==> src/rtl/mem_copy_engine_if.sv <==
// Control and data-memory bus bundle for mem_copy_engine.
// The master side is the engine; the slave side is the host plus data memory.
interface mem_copy_engine_if #(
   parameter int unsigned ADDR_W = 16,
   parameter int unsigned DATA_W = 16,
   parameter int unsigned LEN_W  = 9
);
   logic              start;
   logic [ADDR_W-1:0] src_addr;
   logic [ADDR_W-1:0] dst_addr;
   logic [LEN_W-1:0]  length;
   logic              busy;
   logic              done;
   logic              mem_we;
   logic [ADDR_W-1:0] mem_addr;
   logic [DATA_W-1:0] mem_wdata;
   logic [DATA_W-1:0] mem_rdata;

   modport master (
      input  start, src_addr, dst_addr, length, mem_rdata,
      output busy, done, mem_we, mem_addr, mem_wdata
   );

   modport slave (
      output start, src_addr, dst_addr, length, mem_rdata,
      input  busy, done, mem_we, mem_addr, mem_wdata
   );
endinterface

==> src/rtl/mem_copy_engine.sv <==
// Block copy initiator for the single-port data memory: one read then one write per word,
// ascending order, two cycles per word.
module mem_copy_engine #(
   parameter int unsigned ADDR_W = 16,
   parameter int unsigned DATA_W = 16,
   parameter int unsigned LEN_W  = 9
) (
   input  logic              clk,
   input  logic              rst,
   mem_copy_engine_if.master bus
);

   localparam int unsigned MAX_LEN = 2 ** (LEN_W - 1);

   typedef enum logic [1:0] {IDLE, READ, WRITE, DONE} state_t;

   state_t            state;
   logic [ADDR_W-1:0] src_q;
   logic [ADDR_W-1:0] dst_q;
   logic [LEN_W-1:0]  len_q;
   logic [LEN_W-1:0]  idx;
   logic [DATA_W-1:0] buffer;

   logic [LEN_W-1:0]  len_clamped_c;
   logic [LEN_W-1:0]  idx_inc_c;

   // Lengths above the memory size collapse to a full-memory copy
   assign len_clamped_c = (bus.length > LEN_W'(MAX_LEN)) ? LEN_W'(MAX_LEN) : bus.length;
   assign idx_inc_c     = idx + LEN_W'(1);
   assign bus.mem_wdata = buffer;

   // Outputs are computed one edge ahead so they are registered and valid for the whole state
   always_ff @(posedge clk) begin
      if (rst) begin
         state        <= IDLE;
         src_q        <= '0;
         dst_q        <= '0;
         len_q        <= '0;
         idx          <= '0;
         buffer       <= '0;
         bus.busy     <= 1'b0;
         bus.done     <= 1'b0;
         bus.mem_we   <= 1'b0;
         bus.mem_addr <= '0;
      end else begin
         case (state)
            IDLE: begin
               bus.done   <= 1'b0;
               bus.mem_we <= 1'b0;
               if (bus.start) begin
                  src_q <= bus.src_addr;
                  dst_q <= bus.dst_addr;
                  len_q <= len_clamped_c;
                  idx   <= '0;
                  if (len_clamped_c != '0) begin
                     state        <= READ;
                     bus.busy     <= 1'b1;
                     bus.mem_addr <= bus.src_addr;
                  end else begin
                     state        <= DONE;
                     bus.busy     <= 1'b0;
                     bus.done     <= 1'b1;
                     bus.mem_addr <= '0;
                  end
               end
            end
            READ: begin
               buffer       <= bus.mem_rdata;
               state        <= WRITE;
               bus.mem_we   <= 1'b1;
               bus.mem_addr <= dst_q + ADDR_W'(idx);
            end
            WRITE: begin
               idx <= idx_inc_c;
               if (idx_inc_c == len_q) begin
                  state        <= DONE;
                  bus.busy     <= 1'b0;
                  bus.done     <= 1'b1;
                  bus.mem_we   <= 1'b0;
                  bus.mem_addr <= '0;
               end else begin
                  state        <= READ;
                  bus.mem_we   <= 1'b0;
                  bus.mem_addr <= src_q + ADDR_W'(idx_inc_c);
               end
            end
            DONE: begin
               state        <= IDLE;
               bus.busy     <= 1'b0;
               bus.done     <= 1'b0;
               bus.mem_we   <= 1'b0;
               bus.mem_addr <= '0;
            end
            default: begin
               state        <= IDLE;
               bus.busy     <= 1'b0;
               bus.done     <= 1'b0;
               bus.mem_we   <= 1'b0;
               bus.mem_addr <= '0;
            end
         endcase
      end
   end

endmodule

==> src/flat_wrapper.sv <==
// flat-port wrapper written by rule: the top's interface ports become plain ports
module mem_copy_engine_flat 
#(
   parameter int unsigned ADDR_W = 16,
   parameter int unsigned DATA_W = 16,
   parameter int unsigned LEN_W  = 9
)
  (clk, rst, bus_start, bus_src_addr, bus_dst_addr, bus_length, bus_mem_rdata, bus_busy, bus_done, bus_mem_we, bus_mem_addr, bus_mem_wdata);
  mem_copy_engine_if #(.ADDR_W(ADDR_W), .DATA_W(DATA_W), .LEN_W(LEN_W)) bus_i ();
  input  logic clk;
  input  logic rst;
  input wire logic [$bits(bus_i.start)-1:0] bus_start;
  input wire logic [$bits(bus_i.src_addr)-1:0] bus_src_addr;
  input wire logic [$bits(bus_i.dst_addr)-1:0] bus_dst_addr;
  input wire logic [$bits(bus_i.length)-1:0] bus_length;
  input wire logic [$bits(bus_i.mem_rdata)-1:0] bus_mem_rdata;
  output wire logic [$bits(bus_i.busy)-1:0] bus_busy;
  output wire logic [$bits(bus_i.done)-1:0] bus_done;
  output wire logic [$bits(bus_i.mem_we)-1:0] bus_mem_we;
  output wire logic [$bits(bus_i.mem_addr)-1:0] bus_mem_addr;
  output wire logic [$bits(bus_i.mem_wdata)-1:0] bus_mem_wdata;
  assign bus_i.start = bus_start;
  assign bus_i.src_addr = bus_src_addr;
  assign bus_i.dst_addr = bus_dst_addr;
  assign bus_i.length = bus_length;
  assign bus_i.mem_rdata = bus_mem_rdata;
  assign bus_busy = bus_i.busy;
  assign bus_done = bus_i.done;
  assign bus_mem_we = bus_i.mem_we;
  assign bus_mem_addr = bus_i.mem_addr;
  assign bus_mem_wdata = bus_i.mem_wdata;
  mem_copy_engine #(.ADDR_W(ADDR_W), .DATA_W(DATA_W), .LEN_W(LEN_W)) u_core (.clk(clk), .rst(rst), .bus(bus_i));
endmodule
==> config.mk <==
export PLATFORM = sky130hd
export DESIGN_NAME = mem_copy_engine_flat
export DESIGN_NICKNAME = d
export VERILOG_FILES = /design/src/rtl/mem_copy_engine_if.sv /design/src/rtl/mem_copy_engine.sv /design/src/flat_wrapper.sv
export SDC_FILE = /design/constraint.sdc
export NUM_CORES = 1
export LEC_CHECK = 0
export CORE_UTILIZATION = 60
export DETAILED_ROUTE_END_ITERATION = 16
export DONT_BUFFER_PORTS = 1
export PLACE_DENSITY = 0.76
export SYNTH_ARGS = -nofsm -noshare
export SYNTH_HDL_FRONTEND = slang
export SYNTH_SLANG_ARGS = --single-unit
==> constraint.sdc <==
create_clock -name clk -period 8.41 [get_ports clk]
set_input_delay 0 -clock clk [delete_from_list [all_inputs] [get_ports clk]]
set_output_delay 0 -clock clk [all_outputs]
set_load 0.005 [all_outputs]
==> out/qor.tcl <==
set qor(run_status) {finished, final reports clean}
set qor(num-nets-final) 757
set qor(routed_wirelength_mm) 13.5
set qor(fp-row-count) 33
set qor(drc) 0
set qor(ys_seq_elements) 87
set qor(synth_edf_count) 0
set qor(io-pin-count) 95
set qor(critPathSlowestCell) {dfxtp_1}
set qor(cell_area_after_technology_mapping_um2) 5040
set qor(synthToLayoutAreaGrowth_pct) 16.9
set qor(final_period_minus_worst_setup_slack_ns) 3.32
set qor(post_route_cell_area_um2) 5890
set qor(path_max_fanout) 8
set qor(final_hold_viol_count) 0
set qor(chip_height_um) 93.7
set qor(sum_of_overflow_across_all_layers_after_global_routing) 0
set qor(finClkSkew_ns) 0.0134
set qor(antenna_violations_before_repair) 0
set qor(detail_route.wl_per_cell_um) 17.3
set qor(synth_cells) 634
set qor(die_footprint_um2) 8770
set qor(holdCritPathClass) {in -> reg}
set qor(antenna_diode_count) 0
set qor(worstSetupStartpointType) {register}
set qor(synth.area.top_cells) {dfxtp_1 35%, nand2_1 8.2%, a21oi_1 6.7%, ha_1 6.0%, o21ai_0 3.5%}
set qor(grt_pass1_vias) 4451
set qor(ctsHtreeMaxLevel) 3
set qor(clk_root_buffer_cell) {clkbuf_8}
set qor(timing.fmax_mhz) 301
set qor(yosys.cell_count.top_type) {nand2_1}
set qor(drt-pass1-iter-count) 6
set qor(pin_count_of_the_biggest_net_entering_global_routing) 88
set qor(critical_path_required_ns) 8.70
set qor(tightest_slew_ns) 1.13
set qor(synthesis_warnings) 0
set qor(timing.critical_path.slowest_cell_delay_ns) 0.52
set qor(synth.distinct_cells) 57
set qor(drt-initial-drc-count) 370
set qor(yosys_most_used_dff) {dfxtp_1}
set qor(criticalPathCategory) {reg -> reg}
set qor(synth-seq-area-share_pct) 34.5
set qor(route.vias.total) 4794
set qor(worst_slew_margin_rel_pct) 24.1
set qor(timing.critical_path.cells) {ha_1 > nand3_2 > nor2_1 > xor2_1 > ha_1 > nor3_1 > o2111ai_1 > a31oi_1 > o21ai_0 > nand3_1 > nand3_1 > a221oi_1}
set qor(detail-route-antenna-nets) 0
set qor(ys_top_cells_by_count) {110 x nand2_1, 87 x dfxtp_1, 67 x a21oi_1}
set qor(gp_congestion) 0.894
set qor(final-max-slew-violation-count) 0
set qor(global_route.usage.total_pct) 31.2
set qor(leakage_uw) 0.00235
set qor(p_per_cell_area_nw_per_um2) 245
set qor(critical_path.endpoint_type) {register}
set qor(final.hold.worst_slack_ns) 0.0115
set qor(initial_core_util_pct) 61.7
set qor(cts-buffers-inserted) 9
set qor(ctsLongestPathBuffers) 2
set qor(final.period_utilization_pct) 39.5
set qor(cts_num_sinks) 87
set qor(post-dp-hpwl_mm) 8.61
set qor(drv_cap) 0
set qor(cts_tree) {built}
set qor(postSynthNetCount) 720
set qor(cp.arrival_ns) 3.61
set qor(grt_first_pass_wirelength_mm) 21.3
set qor(io_buffer_count) 0
set qor(peakVddDrop_uv) 155
set qor(synth_area_per_cell_um2) 7.95
set qor(grt_setup_unrepaired) {no}
set qor(core_region_area_um2) 8180
set qor(setup-violations-final) 0
set qor(dpl-instance-area_um2) 5010
set qor(insertion_delay_ns) 0.37
set qor(totalNegativeSetupSlack_ns) 0
set qor(cts.reportedPaths.clkPinSlew_ns) 0.10
set qor(final_layout_size_suffix_gt1_share_pct) 5.18
set qor(ys_async_sr_fraction_pct) 0
set qor(vias_per_cell) 6.14
set qor(synth_top_cell_by_area) {dfxtp_1}
set qor(die-width_um) 93.7
set qor(synth_largest_type_area_fraction_pct) 34.5
[stage by stage]
step / std cells / power (µW) / util (%) / setup WS (ns)
after global routing: 781 / 1520 / 72.1 / 4.79
after floorplan: 634 / 941 / - / 5.69
final: 781 / 1440 / 72.1 / 5.09
after detailed placement: 702 / 1050 / 61.3 / 5.19
after global placement: 702 / 1030 / 61.3 / 5.35
after CTS: 781 / 1430 / 72.1 / 5.16
[cells in the final DEF, fill, tap and decap left out, types with 7 or more instances in the layout]
master	netlist	layout
a211oi_1	9	9
a21o_1	7	7
a21oi_1	67	67
a221oi_1	8	8
a22oi_1	8	8
a31oi_1	12	12
clkbuf_8	0	10
dfxtp_1	87	87
dlygate4sd3_1	0	62
ha_1	24	24
inv_1	26	26
mux2i_1	17	17
nand2_1	110	110
nand2b_1	7	7
nand3_1	17	17
nand3b_1	8	8
nor2_1	43	43
nor3_1	18	18
o21ai_0	35	35
xnor2_1	15	15
xor2_1	14	14
[worst paths after layout]
check	slack, ns	start	depth (start not counted)	to
worst max register to register	5.09	u_core.idx[1]	12	u_core.bus.mem_addr[11]
worst min register to register	0.47	u_core.dst_q[0]	2	u_core.dst_q[0]
worst min-delay path	0.01	bus_start	2	u_core.state[0]
worst max-delay path	5.09	u_core.idx[1]	12	u_core.bus.mem_addr[11]
[repair_timing]
| item | 4_1_cts | 5_1_grt |
|---|---|---|
| hold buffers | 63 | 0 |
| setup buffers | 0 | 0 |
| hold endpoints to repair | 87 | 0 |
| resized for setup | 0 | 0 |
[flip-flops by register name, summed over array words and instances (netlist names)]
signal,flops
u_core.bus.mem_we,1
u_core.state,2
u_core.bus.mem_wdata,16
u_core.len_q,9
u_core.bus.done,1
u_core.dst_q,16
u_core.bus.mem_addr,16
u_core.idx,9
u_core.src_q,16
u_core.bus.busy,1
[kinds of logic after synthesis]
kind of cell               share of synthesized area [%]
AOI/OAI and AO/OA                                   22.6
and+or+nand+nor                                     20.1
adders and majority gates                           6.75
xor gates and xnor gates                            6.40
DFF                                                 34.5
buffers and inverters                               5.76
muxes                                               3.82
[where the power goes]
part	leakage (µW)	switching, µW	internal, µW
Clock	0.000119	166	180
Sequential	0.000712	73.0	498
Combinational	0.00152	325	199
Total	0.00235	564	877
[per-layer routing]
layer	wire length, µm	share of wire [%]	GRT usage, %
met5	0	0	0
met4	191	1.4	11.4
met3	1040	7.7	4.94
met2	6540	48	51.5
met1	5740	42	41.2
[worst max-delay path, delay by kind of cell (launching register included)]
kind / cells / cell delay (ns)
DFF: 1 / 0.52
xor gates and xnor gates: 1 / 0.13
and+or+nand+nor: 5 / 0.95
AOI/OAI and AO/OA: 4 / 1.04
adders and majority gates: 2 / 0.60
[area by class of cell]
class | count | area, µm²
Clock buffer | 10 | 138
Clock inverter | 6 | 97.6
Fill cell | 612 | 2280
Inverter | 26 | 97.6
Multi-Input combinational cell | 480 | 3010
Sequential cell | 87 | 1740
Tap cell | 105 | 131
Timing Repair Buffer | 67 | 678
No activity file was read; power rests on OpenSTA's default activity.
